[config.mk]
export PLATFORM = sky130hd
export DESIGN_NAME = mul_product_combine
export DESIGN_NICKNAME = d
export VERILOG_FILES = /design/src/rtl/mul_pkg.sv /design/src/rtl/mul_mid_sum.sv /design/src/rtl/mul_product_combine.sv
export SDC_FILE = /design/constraint.sdc
export NUM_CORES = 1
export LEC_CHECK = 0
export CAP_MARGIN = 5
export CORE_MARGIN = 4
export CORE_UTILIZATION = 30
export CTS_CLUSTER_DIAMETER = 200
export DETAILED_ROUTE_END_ITERATION = 8
export PLACE_DENSITY = 0.49
export SYNTH_ARGS = -nofsm -noshare
export SYNTH_HDL_FRONTEND = slang
export SYNTH_SLANG_ARGS = --single-unit
[constraint.sdc]
create_clock -name clk -period 4.1 [get_ports clk]
set_input_delay 0.82 -clock clk [delete_from_list [all_inputs] [get_ports clk]]
set_output_delay 0.82 -clock clk [all_outputs]
set_load 0.005 [all_outputs]
[src/rtl/mul_pkg.sv]
// ---------------------------------------------------------------------------
// mul_pkg
//   Shared definitions for the multiplier product-combine slice.
//
//   PROD_W     full product width (64 for 32x32 operands)
//   MUL_TAG_W  destination-register tag width used by the stage-A bundle
//   MID_W      width of the cross-term sum p2+p3 (two extra bits so the
//              carry survives for uu and the sign survives for ss)
//   SEL_LO/HI  word-select encoding for the returned 32-bit result
//   stage_a_t  register bundle held between the two pipeline stages
//   select_word  picks the low or high 32-bit word of a full product
// ---------------------------------------------------------------------------
package mul_pkg;

  localparam int PROD_W    = 64;
  localparam int MUL_TAG_W = 5;
  localparam int MID_W     = 34;
  localparam int WORD_W    = 32;

  localparam logic SEL_LO = 1'b0;
  localparam logic SEL_HI = 1'b1;

  typedef struct packed {
    logic [MID_W-1:0]     mid;
    logic [PROD_W-1:0]    hilo;
    logic                 sel_hi;
    logic [MUL_TAG_W-1:0] tag;
    logic                 valid;
  } stage_a_t;

  function automatic logic [WORD_W-1:0] select_word(
    input logic [PROD_W-1:0] product,
    input logic              sel
  );
    logic [WORD_W-1:0] word;
    word = product[WORD_W-1:0];
    case (sel)
      SEL_HI: word = product[PROD_W-1:WORD_W];
      SEL_LO: word = product[WORD_W-1:0];
      default: word = product[WORD_W-1:0];
    endcase
    return word;
  endfunction

endpackage

[src/rtl/mul_mid_sum.sv]
// ---------------------------------------------------------------------------
// mul_mid_sum
//   Combinational sign-aware adder for the two cross partial products of a
//   32x32 multiply built from 16x16 cells. Each 32-bit term is widened to
//   34 bits, sign-extended when the corresponding operand half was signed
//   and zero-extended otherwise, then the two are summed.
//
//   Ports
//     p2         lo(src1) * hi(src2) partial product
//     p3         hi(src1) * lo(src2) partial product
//     p2_signed  p2 is a signed quantity (follows src2 signedness)
//     p3_signed  p3 is a signed quantity (follows src1 signedness)
//     mid        34-bit two's-complement sum of the extended terms
// ---------------------------------------------------------------------------
module mul_mid_sum
  import mul_pkg::*;
(
  input  logic [WORD_W-1:0] p2,
  input  logic [WORD_W-1:0] p3,
  input  logic              p2_signed,
  input  logic              p3_signed,
  output logic [MID_W-1:0]  mid
);

  logic [MID_W-1:0] p2_ext;
  logic [MID_W-1:0] p3_ext;

  // Two extension bits: one absorbs the carry of an unsigned sum, the other
  // keeps the result interpretable as a signed 34-bit value in every mode.
  always_comb begin
    p2_ext = {{(MID_W-WORD_W){p2_signed & p2[WORD_W-1]}}, p2};
    p3_ext = {{(MID_W-WORD_W){p3_signed & p3[WORD_W-1]}}, p3};
    mid    = p2_ext + p3_ext;
  end

endmodule

[src/rtl/mul_product_combine.sv]
// ---------------------------------------------------------------------------
// mul_product_combine
//   Two-stage pipeline that folds the four registered 16x16 partial products
//   of a 32x32 multiply into the 64-bit product and returns either word.
//
//   Stage A : mid = sx(p2) + sx(p3); also holds {p4,p1}, sel_hi, tag, valid
//   Stage 2 : product = {p4,p1} + (sign-extend(mid) << 16), word select
//
//   Ports
//     clk, reset_n     core clock, synchronous active-low reset
//     in_valid         partial products and controls valid this cycle
//     in_src1_signed   src1 signed (governs p3 extension)
//     in_src2_signed   src2 signed (governs p2 extension)
//     in_sel_hi        1 returns product[63:32], 0 returns product[31:0]
//     in_tag           destination register tag
//     in_p1..in_p4     lo*lo, lo*hi, hi*lo, hi*hi partial products
//     stall            hold every register, ignore inputs
//     flush            drop all in-flight ops and the incoming op
//     out_valid        result valid
//     out_result       selected 32-bit word
//     out_product      full 64-bit product
//     out_tag          tag travelling with the result
//     busy             any stage holds a valid op
// ---------------------------------------------------------------------------
module mul_product_combine #(
  parameter int TAG_W  = 5,
  parameter int PROD_W = 64
) (
  input  logic              clk,
  input  logic              reset_n,
  input  logic              in_valid,
  input  logic              in_src1_signed,
  input  logic              in_src2_signed,
  input  logic              in_sel_hi,
  input  logic [TAG_W-1:0]  in_tag,
  input  logic [31:0]       in_p1,
  input  logic [31:0]       in_p2,
  input  logic [31:0]       in_p3,
  input  logic [31:0]       in_p4,
  input  logic              stall,
  input  logic              flush,
  output logic              out_valid,
  output logic [31:0]       out_result,
  output logic [PROD_W-1:0] out_product,
  output logic [TAG_W-1:0]  out_tag,
  output logic              busy
);

  import mul_pkg::*;

  // The stage-A bundle is sized by the package, so the parameters must agree.
  if (TAG_W != MUL_TAG_W || PROD_W != mul_pkg::PROD_W) begin : g_param_check
    $error("mul_product_combine: TAG_W/PROD_W must match mul_pkg");
  end

  stage_a_t         stage_a_q;
  stage_a_t         stage_a_d;
  logic [MID_W-1:0] mid_sum;
  logic [63:0]      mid_shifted;
  logic [63:0]      product_d;
  logic [31:0]      result_d;

  mul_mid_sum u_mid_sum (
    .p2        (in_p2),
    .p3        (in_p3),
    .p2_signed (in_src2_signed),
    .p3_signed (in_src1_signed),
    .mid       (mid_sum)
  );

  always_comb begin
    stage_a_d        = '0;
    stage_a_d.mid    = mid_sum;
    stage_a_d.hilo   = {in_p4, in_p1};
    stage_a_d.sel_hi = in_sel_hi;
    stage_a_d.tag    = in_tag;
    stage_a_d.valid  = in_valid;
  end

  // mid carries weight 2^16; the upper bits that fall off past bit 63 are
  // exactly the modulo-2^64 wrap of the full product.
  always_comb begin
    mid_shifted = {{(64-MID_W){stage_a_q.mid[MID_W-1]}}, stage_a_q.mid} << 16;
    product_d   = stage_a_q.hilo + mid_shifted;
    result_d    = select_word(product_d, stage_a_q.sel_hi);
  end

  // Priority is reset, then flush, then stall. Flush only touches the valid
  // bits; data may still advance when not stalled since it is don't-care.
  always_ff @(posedge clk) begin
    if (!reset_n) begin
      stage_a_q   <= '0;
      out_valid   <= 1'b0;
      out_result  <= '0;
      out_product <= '0;
      out_tag     <= '0;
    end else begin
      if (!stall) begin
        stage_a_q   <= stage_a_d;
        out_valid   <= stage_a_q.valid;
        out_result  <= result_d;
        out_product <= product_d;
        out_tag     <= stage_a_q.tag;
      end
      if (flush) begin
        stage_a_q.valid <= 1'b0;
        out_valid       <= 1'b0;
      end
    end
  end

  assign busy = stage_a_q.valid | out_valid;

endmodule

==> metrics.md <==
| Metric | Value |
|---|---|
| First DRT Iteration DRCs | `703` |
| Chip height | `209.3 um` |
| Hold Path Class | `reg -> reg` |
| Total internal power | `4.073 mW` |
| Post-synth cell types | `73` |
| Final min period | `3.597 ns` |
| Dpl hpwl | `32,870 um` |
| CTS root buffer | `clkbuf_16` |
| Hold Crit Endpoint | `out_product[36]` |
| FF+latch count, synth | `207` |
| Number of port buffers | `243` |
| Fin. Hold Viols | `0` |
| Final Instance Count excl. Fillers | `2,223` |
| Clock slew at reported path FFs | `0.06 ns` |
| R2r worst-path depth | `12` |
| Initial antenna violation count | `0` |
| Status | `completed` |
| Clk Latency, worst-skew pair | `0.53 ns` |
| Share of cells above drive strength 1 | `0.04947` |
| Max Buffers Root-to-Sink | `3` |
| Inserted Clock Buffers | `25` |
| Pin slew with the least headroom to its limit | `0.8516 ns` |
| Gpl congestion | `0.8562` |
| Final TNS setup | `0 ns` |
| Area growth from synthesis to layout | `30.82%` |
| Comb power frac | `0.249` |
| Grt ovf | `0` |
| RSZ-0062 raised after global routing | `false` |
| CTS hold repair buffers | `0` |
| Pwr Density | `368.9 nW/um^2` |
| Worst rel slew slack | `0.4176` |
| Area leader, netlist | `dfxtp_1` |
| Max Cap Viol | `0` |
| Leading cell type in the layout, fill and taps excluded | `clkdlybuf4s50_1` |
| Setup slack after layout | `0.5028 ns` |
| # nets final | `1,902` |
| Number of synthesized flops with an enable pin | `0` |
| DR WL/cell | `19.22 um` |
| H-tree Lvls | `1` |
| Clk pwr share | `0.365` |
| Std cell rows | `73` |
| Die Wd | `209.3 um` |
| Arrival @ worst endpoint | `4.03 ns` |
| Via/cell ratio | `5.115` |
| DRT Wirelength | `42,730 um` |
| Post-CTS Setup Repair Bufs | `0` |
| WHS Path Cells | `2` |
| Critical setup path kind | `in -> reg` |
| Max Slew Vio Count | `0` |
| P_sw | `1.795 mW` |
| Post-route DRC violation count | `0` |
| I/O pins | `244` |
| Starting Density | `0.3046` |
| Post-Route Utilization | `0.3985` |
| Crit start category | `input pin` |
| Net Count, Synth | `1,696` |
| Pre-antenna DRT Iters | `5` |
| Commonest non-fill, non-tap cells in the layout | `clkdlybuf4s50_1 (241), nor2_1 (207), dfxtp_1 (207)` |
| FF-to-FF Start | `stage_a_q[23]` |
| Netlist Area Pre-Place | `12,160 sq um` |
| F_max | `278.0 MHz` |
| # clock sinks | `207` |
| Resized cells post-CTS | `0` |
| Crit end category | `flop` |
| Post-DRT Antenna Nets | `0` |
| Synth Instances | `1,473` |
| Placed cells | `2,177` |
| CP Max Fanout | `5` |
| Worst vdd ir | `0.0002528 V` |
| Pin count of the biggest net entering global routing | `143` |
| CP required | `4.53 ns` |
| R2r endpoint | `out_result[28]` |
| Sequential power share | `0.385` |
| TritonCTS clock tree | `done` |
| Clk_skew | `0.02125 ns` |
| Top_reg_cell synth | `dfxtp_1` |
| Gr usage total | `0.1847` |
| Syn. warnings | `0` |
| Core Box Area | `39,910 sq um` |
| Period utilization | `0.8774` |
| Global-route wire length before repair | `65,090 um` |
| # diodes | `0` |
| Area contributors post-synth | `dfxtp_1 (34%), mux2i_1 (9.3%), ha_1 (8.2%), nor2_1 (6.4%), a21oi_1 (5.6%)` |
| Reg-to-reg slack, setup | `0.68 ns` |
| Seq/Total Area, Yosys | `0.3408` |
| Setup-failing EPs final | `0` |
| Via count | `11.37k` |
| Vias in the first global route | `11.04k` |
| Top cell type's share of synthesized area | `0.3408` |
| HP Start | `out_product[36]` |
| Switching share of total power | `0.3059` |
| Post-Place Setup Slack | `-0.06010 ns` |
| Avg Inst Size Synth | `8.254 sq um` |
| Die area | `43,810 sq um` |
| Ys async rst share | `0` |
| Lkg Pwr | `6.531 nW` |
[cell type report]
class	instances	area, sq um
repair buffers	265	2635
inverters	32	123.9
well taps	525	656.9
fillers	4040	24010
clock buffers	42	759.5
multi-input cells	1148	7560
flip-flops and latches	207	4144
clock inverters	4	26.28
[routing by layer]
| layer | GRT usage | share of wire | up-vias |
|---|---|---|---|
| met2 | 0.3021 | 0.46 | 253 |
| met1 | 0.2595 | 0.47 | 5343 |
| met5 | 0 | 0 | - |
| met4 | 0.04073 | 0.023 | 0 |
| met3 | 0.02706 | 0.044 | 41 |
| li1 | - | - | 5733 |
[critical path, stage by stage]
cell and delay, ns:
clkdlybuf4s50_1 0.46, ha_1 0.21, inv_1 0.07, fa_1 0.40, nor2b_1 0.18, o31ai_1 0.12, a21oi_1 0.34, o21ai_1 0.22
o211ai_1 0.25, buf_4 0.16, nand3_1 0.17, o31ai_1 0.31, xnor2_1 0.10, a211oi_1 0.23
[per-stage QoR]
stage	total power [mW]	hold WS, ns	instance area [sq um]
3_3_place_gp	3.768	0.4501	15120
5_1_grt	6.165	0.4839	15910
2_1_floorplan	3.110	0.4446	12160
6_report	5.867	0.4593	15910
3_5_place_dp	3.771	0.4557	15120
4_1_cts	5.950	0.4635	15910
[flip-flops by register name (all words and copies together) (netlist names)]
name         flops
out_valid        1
mid_shifted     34
out_result      32
stage_a_q       71
out_product     64
out_tag          5
[cell families after synthesis]
logic type               count (synthesis)  synth area share
AO/OA/AOI/OAI                          414            0.2248
XOR/XNOR                                58           0.04178
adder cells (fa/ha/maj)                 82           0.08562
buffers and inverters                  118           0.03736
flip-flops                             207            0.3408
multiplexers                           114           0.09396
AND/OR/NAND/NOR                        480            0.1757
[power by group through the flow]
stage	Clock [mW]	Sequential, mW	Combinational, mW
after global placement	0	2.30	1.46
after CTS	2.21	2.26	1.48
final	2.14	2.26	1.46
after detailed placement	0	2.31	1.47
after floorplan	0	2.28	0.831
after global routing	2.28	2.28	1.61
[synth_stat cells (all sizes together), types with 30 or more instances]
| master | count |
|---|---|
| dfxtp | 207 |
| nor2 | 207 |
| a21oi | 137 |
| nand2 | 123 |
| mux2i | 113 |
| o21ai | 86 |
| ha | 80 |
| clkbuf | 64 |
| nand3 | 41 |
| xnor2 | 37 |
| a21o | 34 |
| inv | 30 |
[worst max path at each step]
stage              start         endpoint  slack [ns]  depth (start not counted)
3_3_place_gp    in_p2[0]  mid_shifted[46]       -0.03                         14
6_report        in_p2[0]  mid_shifted[42]        0.50                         14
4_1_cts         in_p2[0]  mid_shifted[46]        0.47                         14
2_1_floorplan  in_p2[17]  mid_shifted[47]        0.96                         10
3_5_place_dp    in_p2[0]  mid_shifted[46]       -0.06                         14
5_1_grt         in_p2[0]  mid_shifted[42]        0.24                         14
(Power assumes the default switching activity.)
